## src/rtl/sdram_port_arbiter.sv

```systemverilog
// Shares one SDRAM command engine between the ROM loader byte stream and core ports A/B.
// Loader bytes queue in a small FIFO; one transaction is in flight at a time.
module sdram_port_arbiter #(
    parameter int ADDR_W         = 25,
    parameter int ROM_FIFO_DEPTH = 4,
    parameter int ROM_BURST_MAX  = 16
) (
    input  logic              clk,
    input  logic              reset,
    input  logic              rom_wr,
    input  logic [ADDR_W-1:0] rom_addr,
    input  logic [7:0]        rom_data,
    output logic              rom_full,
    output logic              rom_empty,
    output logic              rom_ovf,
    input  logic              a_rd,
    input  logic              a_wr,
    input  logic [ADDR_W-1:0] a_addr,
    input  logic [15:0]       a_din,
    output logic [15:0]       a_dout,
    output logic              a_ready,
    input  logic              b_rd,
    input  logic [ADDR_W-1:0] b_addr,
    output logic [15:0]       b_dout,
    output logic              b_ready,
    output logic              cmd_valid,
    input  logic              cmd_ready,
    output logic              cmd_we,
    output logic [ADDR_W-2:0] cmd_addr,
    output logic [15:0]       cmd_wdata,
    output logic [1:0]        cmd_be,
    input  logic              rsp_valid,
    input  logic [15:0]       rsp_data
);
    localparam int PW = $clog2(ROM_FIFO_DEPTH);
    localparam int CW = PW + 1;
    localparam int BW = $clog2(ROM_BURST_MAX + 1);
    localparam logic [CW-1:0] DEPTH_C     = CW'(ROM_FIFO_DEPTH);
    localparam logic [BW-1:0] BURST_MAX_C = BW'(ROM_BURST_MAX);

    typedef enum logic [1:0] {IDLE, ISSUE, WAIT_RSP, DONE} state_t;
    typedef enum logic [1:0] {SRC_ROM, SRC_A, SRC_B} src_t;

    state_t state, next_state;
    src_t   src;

    logic [ADDR_W-1:0] f_addr [ROM_FIFO_DEPTH];
    logic [7:0]        f_data [ROM_FIFO_DEPTH];
    logic [PW-1:0]     wr_ptr, rd_ptr;
    logic [CW-1:0]     count;
    logic              fifo_push, fifo_pop;

    logic [BW-1:0] burst_cnt;
    logic          rr_b;
    logic          grant_rom, grant_a, grant_b;
    logic          a_req, ab_pend, rom_pend, force_ab, pick_a;
    logic [ADDR_W-1:0] head_addr;
    logic [7:0]        head_data;

    // Word addressing drops the byte lane select of the core ports.
    logic unused_addr_lsb;
    assign unused_addr_lsb = a_addr[0] ^ b_addr[0];

    assign head_addr = f_addr[rd_ptr];
    assign head_data = f_data[rd_ptr];
    assign rom_full  = (count == DEPTH_C);
    assign rom_empty = (count == '0) && !(state != IDLE && src == SRC_ROM);
    // A full FIFO still accepts a byte in the same cycle its head is retired.
    assign fifo_push = rom_wr && (!rom_full || fifo_pop);

    assign a_req    = a_rd | a_wr;
    assign ab_pend  = a_req | b_rd;
    assign rom_pend = (count != '0);
    assign force_ab = (burst_cnt == BURST_MAX_C) && ab_pend;
    assign pick_a   = a_req && (!rr_b || !b_rd);

    always_ff @(posedge clk) begin
        if (fifo_push) begin
            f_addr[wr_ptr] <= rom_addr;
            f_data[wr_ptr] <= rom_data;
        end
    end

    always_ff @(posedge clk or posedge reset) begin
        if (reset) begin
            wr_ptr  <= '0;
            rd_ptr  <= '0;
            count   <= '0;
            rom_ovf <= 1'b0;
        end else begin
            if (fifo_push) wr_ptr <= wr_ptr + 1'b1;
            if (fifo_pop)  rd_ptr <= rd_ptr + 1'b1;
            count <= count + CW'(fifo_push) - CW'(fifo_pop);
            if (rom_wr && rom_full && !fifo_pop) rom_ovf <= 1'b1;
        end
    end

    always_ff @(posedge clk or posedge reset) begin
        if (reset) state <= IDLE;
        else       state <= next_state;
    end

    always_comb begin
        next_state = state;
        grant_rom  = 1'b0;
        grant_a    = 1'b0;
        grant_b    = 1'b0;
        cmd_valid  = 1'b0;
        a_ready    = 1'b0;
        b_ready    = 1'b0;
        fifo_pop   = 1'b0;
        case (state)
            IDLE: begin
                if (rom_pend && !force_ab) begin
                    grant_rom  = 1'b1;
                    next_state = ISSUE;
                end else if (ab_pend) begin
                    grant_a    = pick_a;
                    grant_b    = !pick_a;
                    next_state = ISSUE;
                end
            end
            ISSUE: begin
                cmd_valid = 1'b1;
                if (cmd_ready) next_state = cmd_we ? DONE : WAIT_RSP;
            end
            WAIT_RSP: if (rsp_valid) next_state = DONE;
            DONE: begin
                a_ready    = (src == SRC_A);
                b_ready    = (src == SRC_B);
                fifo_pop   = (src == SRC_ROM);
                next_state = IDLE;
            end
            default: next_state = IDLE;
        endcase
    end

    // Command fields are latched at grant so they stay stable through ISSUE.
    always_ff @(posedge clk or posedge reset) begin
        if (reset) begin
            src       <= SRC_ROM;
            cmd_we    <= 1'b0;
            cmd_addr  <= '0;
            cmd_wdata <= '0;
            cmd_be    <= '0;
            rr_b      <= 1'b0;
            burst_cnt <= '0;
            a_dout    <= '0;
            b_dout    <= '0;
        end else begin
            if (grant_rom) begin
                src       <= SRC_ROM;
                cmd_we    <= 1'b1;
                cmd_addr  <= head_addr[ADDR_W-1:1];
                cmd_wdata <= {head_data, head_data};
                cmd_be    <= head_addr[0] ? 2'b10 : 2'b01;
                if (burst_cnt != BURST_MAX_C) burst_cnt <= burst_cnt + 1'b1;
            end else if (grant_a) begin
                src       <= SRC_A;
                cmd_we    <= a_wr;
                cmd_addr  <= a_addr[ADDR_W-1:1];
                cmd_wdata <= a_din;
                cmd_be    <= 2'b11;
                rr_b      <= 1'b1;
                burst_cnt <= '0;
            end else if (grant_b) begin
                src       <= SRC_B;
                cmd_we    <= 1'b0;
                cmd_addr  <= b_addr[ADDR_W-1:1];
                cmd_wdata <= '0;
                cmd_be    <= 2'b11;
                rr_b      <= 1'b0;
                burst_cnt <= '0;
            end else if (state == IDLE && !rom_pend) begin
                burst_cnt <= '0;
            end
            if (state == WAIT_RSP && rsp_valid) begin
                if (src == SRC_A) a_dout <= rsp_data;
                if (src == SRC_B) b_dout <= rsp_data;
            end
        end
    end
endmodule

```

## config.mk

```make
export PLATFORM = sky130hd
export DESIGN_NAME = sdram_port_arbiter
export DESIGN_NICKNAME = d
export VERILOG_FILES = /design/src/rtl/sdram_port_arbiter.sv
export SDC_FILE = /design/constraint.sdc
export NUM_CORES = 1
export LEC_CHECK = 0
export BUFFER_PORTS_ARGS = -buffer_cell sky130_fd_sc_hd__buf_2
export CORE_AREA = 4 4 133 135
export CTS_BUF_LIST = sky130_fd_sc_hd__clkbuf_16
export DETAILED_ROUTE_END_ITERATION = 7
export DIE_AREA = 0 0 137 139
export PLACE_DENSITY_LB_ADDON = 0.25
export SETUP_SLACK_MARGIN = 0.5
export SYNTH_ARGS = -nofsm -noshare
export SYNTH_HDL_FRONTEND = slang
export SYNTH_SLANG_ARGS = --single-unit
```

## constraint.sdc

```tcl
create_clock -name clk -period 8.3 [get_ports clk]
set_input_delay 0.83 -clock clk [delete_from_list [all_inputs] [get_ports clk]]
set_output_delay 0.83 -clock clk [all_outputs]
set_load 0.02 [all_outputs]
```

==> results.toml <==
[outcome]
outcome = "complete, no violations"

[clock_tree]
cts_resized = 0
cts-root-buf = "clkbuf_16"
post-cts-setup-buffer-count = 0
clock_latency_ns = 0.51
cts_tree = "done"
cts.sinks = 225
cts_max_path_buffers = 3
cts_made_buffers = 24
htree_num_levels = 1
cts_hold_buf = 0
path_clk_slew_ns = 0.06

[global_route]
grt_usage = 0.2306
antenna_found_initial = 2
grt_max_degree = 52
first_global_vias = 6566
grt_pass1_wl_um = 34320
grt_overflow = 0

[job]
cap_violations = 0

[place]
hpwl_um = 13900
io_buffers = 201
place_congestion = 0.7767

[logic_synthesis]
synth.distinct_cells = 52
ys.warnings.count = 0
synth_xor_area_frac = 0.004585
synth-adder-area-share = 0.01782
synth_compound_gate_area_share = 0.1148
synthCells = 597
synth_top_family_by_area = "multiplexers"
synth_nets = 733
ys_seq_area_frac = 0.6587
avgSynthCellArea_sq_um = 16.00
syn-cell-area_sq_um = 9550
synth-async-reset-ratio = 0.4133
synth_edf_count = 132
synth_top_flop_cell = "edfxtp_1"
synth_seq_cells = 225
synth.mux.area_fraction = 0.1188
synthSimpleGateAreaFrac = 0.04572

[power_and_ir_drop]
power.static_leakage_uw = 0.004849
ir_drop_mv = 0.2015
p_per_area_nw_per_um2 = 380.5

[floorplanning]
dieArea_sq_um = 19040
std_cell_rows = 47
start_util = 0.5800
ios = 204
chipWidth_um = 137
die_h_um = 139
core-area_sq_um = 16470

[critical_path]
cpPeakStageDelay_ns = 0.52
critPathRequiredTime_ns = 8.68
crit_fanout = 38
start_kind = "flip-flop"
end_kind = "flip-flop"
worst_path_max_delay_cell = "a21o_2"
crit_arrival_ns = 3.22
crit_type = "flip-flop to flip-flop"
r2r_cells = 8
cp_cell_sequence = "inv_1 -> ha_1 -> buf_4 -> inv_1 -> a21o_2 -> buf_4 -> a22oi_1 -> a211o_1"

[final_layout]
drive_above_1_share = 0.4020
nNetsFinal = 929
areaGrowthSynthToFinish_pct = 20.03

[timing]
tightest_slew_ns = 1.227
period_share = 0.3420
finClkSkew_ns = 0.01536
grt_setup_unrepaired = "false"
max_slew_margin = 0.1791
finalCriticalPeriod_ns = 2.838
tns_ns = 0
drv_slew = 0
setup_viol = 0
max_freq_mhz = 352.3
hold_viol_final = 0
worst_hold_slack_ns = 0.4103

[route]
firstDrtPassIters = 5
via_per_inst = 5.929
wl_per_cell_um = 21.13
wirelength_um = 21810
route.vias.total = 6119
drc = 0
first_iter_violations = 450
ant_nets = 0

[worst_hold_path]
hold_class = "input pin to asynchronous set/reset pin"
-- power breakdown --
| part | total (uW) | switching (uW) | internal (uW) |
|---|---|---|---|
| Clock | 1060 | 420 | 636 |
| Combinational | 1580 | 897 | 681 |
| Sequential | 1730 | 201 | 1530 |
-- critical path, delay by kind of cell (launching register included) --
family / cells / cell delay, ns
AOI/OAI and AO/OA: 3 / 1.00
adders and majority gates: 1 / 0.20
DFF: 1 / 0.44
buffers and inverters: 4 / 1.05
-- state kept, by name (all words and copies together) (netlist names), 2 cells and up --
register   cells
f_data        32
count          3
cmd_be         2
wr_ptr         2
b_dout        16
f_addr       100
cmd_addr      24
cmd_wdata     16
a_dout        16
rd_ptr         2
src            2
burst_cnt      5
state          2
-- kinds of logic after synthesis --
| group | after synthesis |
|---|---|
| buffers and inverters | 76 |
| multiplexers | 68 |
| adder cells (fa/ha/maj) | 13 |
| XOR/XNOR | 5 |
| flip-flops | 225 |
| AND/OR/NAND/NOR | 74 |
| AO/OA/AOI/OAI | 136 |
-- cells in the final DEF, fill, tap and decap left out, types with 5 or more instances in the layout --
master       n
buf_2      201
edfxtp_1   132
dfrtp_1     91
inv_1       39
mux4_2      33
mux2_2      32
nor2_1      28
clkbuf_16   25
o211ai_1    24
a22oi_1     24
a211oi_1    24
a211o_1     24
a221o_1     16
ha_1        12
nor2b_1     10
nand2_1      7
clkinv_1     7
buf_4        7
clkinv_2     5
-- Yosys cell counts (10+ instances only) --
cell type / instances / area share
a22oi_1: 24 / 0.019
a211oi_1: 24 / 0.019
a221o_1: 16 / 0.017
buf_2: 17 / 0.0089
nor2_1: 28 / 0.011
mux4_2: 33 / 0.078
edfxtp_1: 132 / 0.42
dfrtp_1: 93 / 0.24
a211o_1: 24 / 0.022
o211ai_1: 24 / 0.019
mux2_2: 32 / 0.038
nor2b_1: 10 / 0.0066
ha_1: 12 / 0.016
inv_1: 37 / 0.015
-- per-layer routing --
metal | GRT usage | part of all wire
met3 | 0.05298 | 0.076
met1 | 0.2894 | 0.38
met5 | 0 | 0.00060
met2 | 0.3938 | 0.51
met4 | 0.07931 | 0.028
-- cell type report --
class                      instances  area [sq um]
tap                              220         275.3
clock inverter                    19         160.2
fill                            1178          5002
multi-input combinational        296          2903
clock buffer                      25         625.6
inverter                          38         145.1
sequential                       225          6294
timing repair buffer             208          1059
antenna                            1         2.502
-- stage by stage --
stage | utilization | instances | total power [uW] | setup slack, ns | area (sq um)
after floorplan | - | 597 | 2878 | 5.050 | 9550
after global placement | 0.6483 | 987 | 3246 | 5.381 | 10680
after detailed placement | 0.6483 | 987 | 3335 | 5.298 | 10680
after CTS | 0.6960 | 1031 | 4399 | 5.440 | 11460
after global routing | 0.6962 | 1032 | 4616 | 5.201 | 11460
final | 0.6962 | 1032 | 4361 | 5.462 | 11460
-- path summary, 6_finish.rpt --
| kind | slack [ns] | start | to |
|---|---|---|---|
| max in group asynchronous | 6.78 | reset | b_dout[5] |
| worst max register to register | 5.46 | state[0] | cmd_addr[10] |
| min in group clk | 0.48 | rom_ovf | rom_ovf |
| worst min-delay path | 0.41 | reset | b_dout[13] |
| worst max-delay path | 5.46 | state[0] | cmd_addr[10] |
| worst min register to register | 0.48 | rom_ovf | rom_ovf |
Power figures use the tool's default switching activity.
